**config.mk**
```make
export PLATFORM = sky130hd
export DESIGN_NAME = ps2_rx_deserializer
export DESIGN_NICKNAME = d
export VERILOG_FILES = /design/src/rtl/ps2_rx_deserializer.sv
export SDC_FILE = /design/constraint.sdc
export NUM_CORES = 1
export LEC_CHECK = 0
export ABC_CLOCK_PERIOD_IN_PS = 1700
export CORE_MARGIN = 4
export CORE_UTILIZATION = 35
export DETAILED_ROUTE_END_ITERATION = 7
export PLACE_DENSITY_LB_ADDON = 0.05
export SYNTH_ARGS = -nofsm -noshare
export SYNTH_HDL_FRONTEND = slang
export SYNTH_SLANG_ARGS = --single-unit
export TNS_END_PERCENT = 100
```
**constraint.sdc**
```tcl
create_clock -name CLOCK_50 -period 1.7 [get_ports CLOCK_50]
set_input_delay 0.34 -clock CLOCK_50 [delete_from_list [all_inputs] [get_ports CLOCK_50]]
set_output_delay 0.34 -clock CLOCK_50 [all_outputs]
set_load 0.1 [all_outputs]
```
**src/rtl/ps2_rx_deserializer.sv**
```systemverilog
// PS/2 device-to-host receiver: synchronizes and glitch-filters the raw lines,
// assembles 11-bit frames and emits each validated scan-code byte with a strobe.
module ps2_rx_deserializer #(
   parameter int unsigned FILTER_CYCLES  = 8,
   parameter int unsigned TIMEOUT_CYCLES = 100000
) (
   input  logic       CLOCK_50,
   input  logic       reset,
   input  logic       PS2_CLK,
   input  logic       PS2_DAT,
   output logic [7:0] received_data,
   output logic       received_data_en,
   output logic       frame_error,
   output logic       busy
);

   localparam int FW = $clog2(FILTER_CYCLES + 1);
   localparam int TW = $clog2(TIMEOUT_CYCLES + 1);

   typedef enum logic [1:0] {
      S_IDLE,
      S_DATA,
      S_PARITY,
      S_STOP
   } state_e;

   logic          clk_meta_q, clk_sync_q;
   logic          dat_meta_q, dat_sync_q;
   logic [FW-1:0] filt_cnt_q, filt_cnt_d;
   logic          filt_clk_q, filt_clk_d;
   logic          fall_q, fall_d;

   state_e        state_q, state_d;
   logic [7:0]    shift_q, shift_d;
   logic [2:0]    bit_cnt_q, bit_cnt_d;
   logic          parity_q, parity_d;
   logic [TW-1:0] tmo_q, tmo_d;
   logic [7:0]    data_q, data_d;
   logic          data_en_q, data_en_d;
   logic          err_q, err_d;

   // Synchronizers idle at 1, the released-bus level, so reset never fakes an edge.
   always_ff @(posedge CLOCK_50 or posedge reset) begin
      // NOTE: sequential state uses non-blocking assignments so every flop samples
      // pre-edge values; blocking here would collapse the 2-FF chain into one flop.
      if (reset) begin
         clk_meta_q <= 1'b1;
         clk_sync_q <= 1'b1;
         dat_meta_q <= 1'b1;
         dat_sync_q <= 1'b1;
      end else begin
         clk_meta_q <= PS2_CLK;
         clk_sync_q <= clk_meta_q;
         dat_meta_q <= PS2_DAT;
         dat_sync_q <= dat_meta_q;
      end
   end

   always_comb begin
      // NOTE: defaults first so every path assigns every output -- no latches.
      filt_cnt_d = '0;
      filt_clk_d = filt_clk_q;
      if (clk_sync_q != filt_clk_q) begin
         if (filt_cnt_q == FW'(FILTER_CYCLES - 1)) begin
            filt_clk_d = clk_sync_q;
         end else begin
            filt_cnt_d = filt_cnt_q + FW'(1);
         end
      end
      fall_d = filt_clk_q & ~filt_clk_d;
   end

   always_ff @(posedge CLOCK_50 or posedge reset) begin
      if (reset) begin
         filt_cnt_q <= '0;
         filt_clk_q <= 1'b1;
         fall_q     <= 1'b0;
      end else begin
         filt_cnt_q <= filt_cnt_d;
         filt_clk_q <= filt_clk_d;
         fall_q     <= fall_d;
      end
   end

   always_comb begin
      state_d   = state_q;
      shift_d   = shift_q;
      bit_cnt_d = bit_cnt_q;
      parity_d  = parity_q;
      tmo_d     = tmo_q;
      data_d    = data_q;
      data_en_d = 1'b0;
      err_d     = 1'b0;

      if (fall_q) begin
         tmo_d = '0;
         case (state_q)
            S_IDLE: begin
               if (!dat_sync_q) begin
                  state_d   = S_DATA;
                  bit_cnt_d = '0;
               end
            end
            S_DATA: begin
               shift_d = {dat_sync_q, shift_q[7:1]};
               if (bit_cnt_q == 3'd7) begin
                  state_d = S_PARITY;
               end else begin
                  bit_cnt_d = bit_cnt_q + 3'd1;
               end
            end
            S_PARITY: begin
               parity_d = dat_sync_q;
               state_d  = S_STOP;
            end
            S_STOP: begin
               // Odd parity: data bits plus parity bit must hold an odd number of ones.
               if (dat_sync_q && (^{shift_q, parity_q})) begin
                  data_d    = shift_q;
                  data_en_d = 1'b1;
               end else begin
                  err_d = 1'b1;
               end
               state_d = S_IDLE;
            end
         endcase
      end else if (state_q == S_IDLE) begin
         tmo_d = '0;
      end else if (tmo_q == TW'(TIMEOUT_CYCLES - 1)) begin
         state_d = S_IDLE;
         shift_d = '0;
         err_d   = 1'b1;
         tmo_d   = '0;
      end else begin
         tmo_d = tmo_q + TW'(1);
      end
   end

   always_ff @(posedge CLOCK_50 or posedge reset) begin
      if (reset) begin
         state_q   <= S_IDLE;
         shift_q   <= '0;
         bit_cnt_q <= '0;
         parity_q  <= 1'b0;
         tmo_q     <= '0;
         data_q    <= '0;
         data_en_q <= 1'b0;
         err_q     <= 1'b0;
      end else begin
         state_q   <= state_d;
         shift_q   <= shift_d;
         bit_cnt_q <= bit_cnt_d;
         parity_q  <= parity_d;
         tmo_q     <= tmo_d;
         data_q    <= data_d;
         data_en_q <= data_en_d;
         err_q     <= err_d;
      end
   end

   assign received_data    = data_q;
   assign received_data_en = data_en_q;
   assign frame_error      = err_q;
   assign busy             = (state_q != S_IDLE);

endmodule

```
# --- Word level (Yosys, flattened, before mapping) ---
# Cells that the tools add are included.
word_totals:
  regBits: 51
  out_inout_bits: 11
  elab_cells: 71
classes:
  n_addsub: 3
  eq_ne: 12
  n_mux: 28
  bitwise_logic: 2
  reduce_logical: 11
ops:
  columns: ["operator", "count"]
  rows:
  - ["17-bit 2-to-1 mux", 3]
  - ["8-bit 2-to-1 mux", 4]
  - ["17-bit by 1-bit adder with 17-bit output, second input constant", 1]
  - ["17-bit == test, second input constant", 1]
  - ["1-bit 2-to-1 mux", 10]
  - ["2-bit 2-to-1 mux", 5]
  - ["9-bit parity", 1]
  - ["4-bit 2-to-1 mux", 2]
  - ["2-bit case mux with 4 select lines", 1]
  - ["4-bit AND reduction", 2]
  - ["3-bit 2-to-1 mux", 2]
  - ["2-bit != test, second input constant", 3]
  - ["3-bit case mux with 2 select lines", 1]
  - ["3-bit AND reduction", 2]
  - ["2-bit nonzero test", 3]
  - ["4-bit by 1-bit adder with 4-bit output, second input constant", 1]
  - ["2-bit == test, second input constant", 2]
  - ["4-bit by 3-bit == test with 1-bit output, second input constant", 1]
  - ["3-bit by 1-bit adder with 3-bit output, second input constant", 1]
  - ["3-bit == test, second input constant", 1]
  - ["3-bit != test, second input constant", 1]
  - ["2-bit by 1-bit == test with 1-bit output, second input constant", 1]
  - ["2-bit zero test", 1]
  - ["2-bit by 1-bit != test with 1-bit output, second input constant", 1]
  - ["other kinds (5)", 5]

# --- Depth between registers and ports, before layout ---
# Gate-level depths: netlist of the first run.
logic_depth:
  ltp_word: 5
  mapped_depth: 7

# --- Worst setup path after synthesis of the first run ---
# No wires, ideal clock.
synth_path:
  path_type: "reg2reg"
  startpoint: "reg shift_q[7]"
  endpoint: "reg data_q[0] (netlist: received_data[0])"
  t_arrival_ns: 1.690
  t_required_ns: 1.574
  slack_ns: -0.116
  path_stages_with_launch: 5
  path_buffers: 0
  period_less_slack_ns: 1.816
  cell_sequence: "dfrtp_1 > xor2_1 > xnor3_2 > mux2i_4 > mux2_2"
synth_via:
  elab_chain_len: 3
synth_lines:
  columns: ["item", "line_no", "rtl"]
  rows:
  - ["start, declared", "34", "logic [7:0] shift_q, shift_d;"]
  - ["start signal, assigned", "151", "shift_q <= shift_d;"]
  - ["9-bit parity", "118", "if (dat_sync_q && (^{shift_q, parity_q})) begin"]
  - ["1-bit logical AND", "118", null]
  - ["3-bit AND reduction (no line)", null, null]
  - ["end signal, assigned", "155", "data_q <= data_d;"]
  - ["end, declared", "38", "logic [7:0] data_q, data_d;"]
# No other way between the ends.
# A chain may end at the register's enable or synchronous reset.

# --- Worst setup path in the final report of the first run ---
layout_path:
  startpoint: "reg shift_q[2]"
  endpoint: "reg data_q[0] (netlist: received_data[0])"
# Same word-level chain as after synthesis.

==> out/metrics.cfg, run 1 <==
[critical_path]
cpMaxStageDelayCell=xnor3_2
critPathBufInv=1
cp-startpoint=shift_q[2]$_DFFE_PP0P_
cp.arrival_ns=2.02
worst_ep_required_time_ns=1.89
crit_path_max_fanout=9
max_stage_delay_ns=0.48
start_kind=register
ff2ff_setup_slack_ns=-0.13
worstSetupPathType=reg -> reg
end_kind=register
r2r_cells=5
r2r_end=received_data[0]$_DFFE_PP0P_
path_delay_family=XOR/XNOR gates
crit_chain=xnor2_1 > xnor3_2 > mux2i_4 > buf_12 > mux2_2
r2r-start=shift_q[2]$_DFFE_PP0P_

[floorplanning]
io_pins=15
core_sq_um=6490
initial_utilization_pct=36.7
rows=29
die_area_sq_um=8190
dieHeight_microns=90.5
die_x_microns=90.5

[flow_run]
max_cap_violations=0

[cells_and_area]
nets=292
drive_gt1_share_pct=33.2
diodes=0
area_growth_pct=36.6

[power_and_ir_drop]
pwr-share-clk_pct=36.8
p_per_area_nw_per_um2=701
switching_share_pct=22.0
p_comb_share_pct=6.3
leakage_uw=0.00146
ir_worst_vdd_mv=0.475
seqPwrFrac_pct=56.9
p_int_uw=1780
p_switching_uw=502

[cts]
clockBufferDepth=2
clk_latency_ns=0.31
cts_tree=built
htreeDepth=2
clk_pin_slew_ns=0.09
clockRootBuffer=clkbuf_8
cts_buffers=5
clock-sinks=51

[route]
num_vias=1737
ant_nets=0
drt-total-wl_microns=4650
vias_per_cell=4.87
detailedRoute.firstPassIterationCount=4
drc=0
drt_iter0_drc=53
wl_per_cell_microns=13.0

[timing]
hold_violations=0
fmax_mhz=547
skew_ns=0.0182
slew_headroom_pct=73.4
slew_violations=0
worst_slew_pin_slew_ns=0.395
holdWs_ns=0.293
finalSetupViolations=9
fin_crit_ns=1.83
fin_ws_ns=-0.129
finalCritPeriodShare_pct=108
rsz0062_at_grt=true

[synth]
ys_types=35
syn_nets=235
yosysSeqAreaShare_pct=53.8
yosysWarnings=0
yosys_register_bits=51
syn_area_sq_um=2380
syn_area_per_cell_sq_um=10.7
synthCells=222

[placed_design]
post-place-ws_ns=-0.115
routabilityCongestion=0.714
io_buffers=14
dp_hpwl_microns=3220

[grt]
grt-ovfl-total=0
grt_pass1_vias=1764
grt_use_total_pct=12.5
antenna_found_initial=0
grt_max_degree=23
grt_pass1_wl_microns=8360

[outcome]
status=finished, violations left
violations=negative setup slack

[worst_hold_path]
hp-class=in -> async

[metrics by stage]
| stage | utilization [%] | std cells | total power [uW] | cell area [sq um] | TNS (ns) |
|---|---|---|---|---|---|
| detailed placement | 46.3 | 339 | 1470 | 3010 | -0.888 |
| floorplan | - | 222 | 1410 | 2390 | -0.802 |
| global route | 50.1 | 357 | 2390 | 3260 | -1.52 |
| finish | 50.1 | 357 | 2280 | 3260 | -1.04 |
| CTS | 48.6 | 350 | 2320 | 3150 | -1.15 |
| global placement | 46.3 | 339 | 1470 | 3010 | -0.845 |
[flip-flops by register name, summed over array words and instances (netlist names)]
name	flops
state_q	2
parity_q	1
clk_meta_q	1
received_data	8
fall_q	1
dat_meta_q	1
clk_sync_q	1
received_data_en	1
tmo_q	17
filt_clk_q	1
dat_sync_q	1
shift_q	8
frame_error	1
filt_cnt_q	4
bit_cnt_q	3
[worst reg2reg max path, stage by stage, from the launching register on]
cell and delay (ns):
dfrtp_1 0.40, xnor2_1 0.16, xnor3_2 0.48, mux2i_4 0.21, buf_12 0.15, mux2_2 0.33
[worst max path at each step]
stage	slack, ns	end	cells after the start
after floorplan	-0.10	received_data[0]$_DFFE_PP0P_	4
after global placement	-0.11	received_data[6]$_DFFE_PP0P_	5
after detailed placement	-0.12	received_data[5]$_DFFE_PP0P_	5
after CTS	-0.15	received_data[0]$_DFFE_PP0P_	5
after global routing	-0.19	received_data[2]$_DFFE_PP0P_	5
final	-0.13	received_data[0]$_DFFE_PP0P_	5
[cell usage after synthesis]
cell type | instances | share of area [%]
and3_1 | 2 | 0.52
and4_1 | 3 | 1.1
or4_4 | 1 | 0.47
a21boi_0 | 1 | 0.32
a22oi_1 | 3 | 0.94
nand2_1 | 31 | 4.9
nor2_1 | 17 | 2.7
dfstp_2 | 5 | 5.5
nor3_1 | 4 | 0.84
xor2_1 | 8 | 2.9
nor4b_1 | 1 | 0.37
nor3b_1 | 2 | 0.63
xnor2_1 | 9 | 3.3
inv_1 | 9 | 1.4
or3_1 | 4 | 1.0
nor4bb_1 | 2 | 0.84
mux2_2 | 9 | 4.3
clkbuf_1 | 5 | 0.79
xnor3_2 | 1 | 1.0
mux2i_4 | 1 | 0.94
and2_1 | 2 | 0.52
o21ai_0 | 17 | 3.6
mux2i_1 | 1 | 0.42
nand3b_1 | 1 | 0.32
dfrtp_1 | 46 | 48
a21oi_1 | 6 | 1.3
nand2b_1 | 1 | 0.26
nand3_1 | 7 | 1.5
nand4_1 | 5 | 1.3
nor2b_1 | 3 | 0.79
o22ai_1 | 3 | 0.79
ha_1 | 9 | 4.7
buf_2 | 1 | 0.21
nor4_1 | 1 | 0.26
xor3_1 | 1 | 1.0
[power groups by stage]
stage / clock network (uW) / registers, uW / logic (uW)
after floorplan: 0 / 1320 / 99.1
after global placement: 0 / 1320 / 146
after detailed placement: 0 / 1320 / 147
after CTS: 875 / 1300 / 150
after global routing: 920 / 1310 / 165
final: 839 / 1300 / 145
[cells by family after synthesis]
group / synth area share [%]
AND/OR/NAND/NOR: 18.3
buffers and inverters: 2.41
multiplexers: 5.62
AO/OA/AOI/OAI: 6.88
adder cells (fa/ha/maj): 4.72
flip-flops: 53.8
XOR/XNOR: 8.24
[timing repair]
| item | 4_1_cts | 5_1_grt |
|---|---|---|
| hold buffers | 0 | 0 |
| setup buffers | 3 | 7 |
| resized for setup | 3 | 20 |
| hold endpoints to repair | 0 | 0 |
| endpoints found under the setup margin | 9 | 35 |
| pin swaps | 3 | 3 |
[layout make-up]
class | count | area (sq um)
Timing Repair Buffer | 56 | 628
Clock inverter | 1 | 30.0
Sequential cell | 51 | 1290
Clock buffer | 7 | 76.3
Inverter | 9 | 33.8
Tap cell | 77 | 96.3
Multi-Input combinational cell | 156 | 1100
Fill cell | 581 | 3240
[cells in the final DEF (no fill, tap or decap), drive strengths merged, types with 2 or more instances in the layout]
master and n:
buf 53, dfrtp 46, nand2 31, nor2 17, o21ai 17, xnor2 9, mux2 9, ha 9
inv 9, xor2 8, nand3 7, clkbuf 7, a21oi 6, nand4 5, dfstp 5, or3 4
nor3 4, nor2b 3, o22ai 3, clkdlybuf4s50 3, a22oi 3, and4 3, nor4bb 2, and3 2
nor3b 2, and2 2, mux2i 2
[layer usage]
metal | GRT usage [%] | part of all wire (%) | vias to the layer above
li1 | - | - | 875
met1 | 17.3 | 51 | 833
met5 | 0 | 0 | -
met4 | 4.85 | 1.6 | 0
met2 | 18.7 | 45 | 22
met3 | 3.08 | 2.9 | 7
No activity file was read; power rests on OpenSTA's default activity.
==> inputs of run 2 (changes only) <==
CORE_UTILIZATION = 52   (was 35)
==> out/metrics.cfg, run 2 (synthesis results as in run 1) <==
[cells_and_area]
top_register=tmo_q
nets=285
final_common_cell=dfrtp_1
fin_util_pct=71.7
layout_common_cells=dfrtp_1 (45), nand2_1 (30), buf_4 (30)
largest_reg_flops=17
n_fill_cell=323
design_area_sq_um=3140
diodes=0
area_growth_pct=31.8
drive_gt1_share_pct=30.0

[cts]
cts_tree=built
clk_pin_slew_ns=0.09
clockBufferDepth=2
cts_hold_buffers=0
clock-sinks=51
clockRootBuffer=clkbuf_8
clk_latency_ns=0.31
htreeDepth=2
cts_buffers=5

[floorplanning]
initial_utilization_pct=54.4
core_sq_um=4380
io_pins=15
rows=24
die_area_sq_um=5730
dieHeight_microns=75.7
die_x_microns=75.7

[timing]
slew_violations=0
fin_setup_tns_ns=-1.12
finalCritPeriodShare_pct=109
hold_violations=0
fin_crit_ns=1.86
fin_ws_ns=-0.161
skew_ns=0.0110
worst_slew_pin_slew_ns=0.354
finalSetupViolations=8
rsz0062_at_grt=true
slew_headroom_pct=76.1
fmax_mhz=537

[flow_run]
max_cap_violations=0

[critical_path]
r2r-start=shift_q[7]$_DFFE_PP0P_
cp-startpoint=shift_q[7]$_DFFE_PP0P_
worst_ep_required_time_ns=1.90
worstSetupPathType=reg -> reg
cp.arrival_ns=2.06
end_kind=register
start_kind=register
r2r_cells=5
crit_path_max_fanout=9

[placed_design]
dp_hpwl_microns=3380
postPlaceCellArea_sq_um=2920
post-place-ws_ns=-0.227
routabilityCongestion=0.856
io_buffers=14

[grt]
grt-ovfl-total=0
grt_use_total_pct=19.0
antenna_found_initial=0
grt_pass1_wl_microns=8060
grt_pass1_vias=1806
grt_max_degree=22

[worst_hold_path]
hp-class=in -> async

[outcome]
violations=negative setup slack
status=finished, violations left

[power_and_ir_drop]
leakage_uw=0.00143
ir_worst_vdd_mv=0.577
power_uw=2120
p_per_area_nw_per_um2=674

[route]
drt-total-wl_microns=4860
drc=0
ant_nets=0
wl_per_cell_microns=15.0
detailedRoute.firstPassIterationCount=4
num_vias=1772
vias_per_cell=5.45
drt_iter0_drc=61

==> run 2: where the power goes <==
part	internal [uW]	switching [uW]	leakage [uW]
Clock	290	379	0.0000422
Combinational	70.6	74.6	0.000700
Sequential	1270	36.6	0.000691
==> run 2: worst paths after layout <==
path	end	slack (ns)
setup reg to reg	received_data[4]$_DFFE_PP0P_	-0.16
hold / removal	received_data[6]$_DFFE_PP0P_	0.29
max in group asynchronous	filt_clk_q$_DFF_PP1_	0.92
setup / recovery	received_data[4]$_DFFE_PP0P_	-0.16
min in group CLOCK_50	clk_sync_q$_DFF_PP1_	0.36
hold reg to reg	clk_sync_q$_DFF_PP1_	0.36
==> run 2: final cells by class <==
class	count	area (sq um)	area share [%]
clock inverter	1	5.00	0.159
sequential	51	1280	40.9
inverter	9	33.8	1.08
clock buffer	7	76.3	2.43
tap	52	65.1	2.07
multi-input combinational	156	1100	35.1
timing repair buffer	49	576	18.3
==> run 2: through the flow <==
step	hold slack, ns	cells
after floorplan	0.344	222
after global placement	0.347	308
after detailed placement	0.350	308
after CTS	0.290	321
after global routing	0.309	325
final	0.289	325
==> run 2: metal layers <==
layer	track usage, %	part of all wire (%)
met1	23.8	43
met4	8.54	1.6
met5	0	0
met2	31.4	52
met3	4.22	3.4
==> run 2: timing repair <==
action / 4_1_cts / 5_1_grt
resized for setup: 9 / 17
buffers inserted: 5 / 4
setup endpoints to repair: 11 / 31
pin swaps: 2 / 1
==> run 2: critical path, cell delays in order (launching register included) <==
cell and delay, ns:
dfrtp_1 0.40, xor2_1 0.17, xnor3_2 0.44, mux2i_4 0.26
buf_12 0.16, mux2_2 0.33
==> inputs of run 3 (changes only) <==
CTS_CLUSTER_DIAMETER = 120   (was unset)
==> results of run 3 <==
No change in the layout: final DEF, timing and power equal those of run 2.
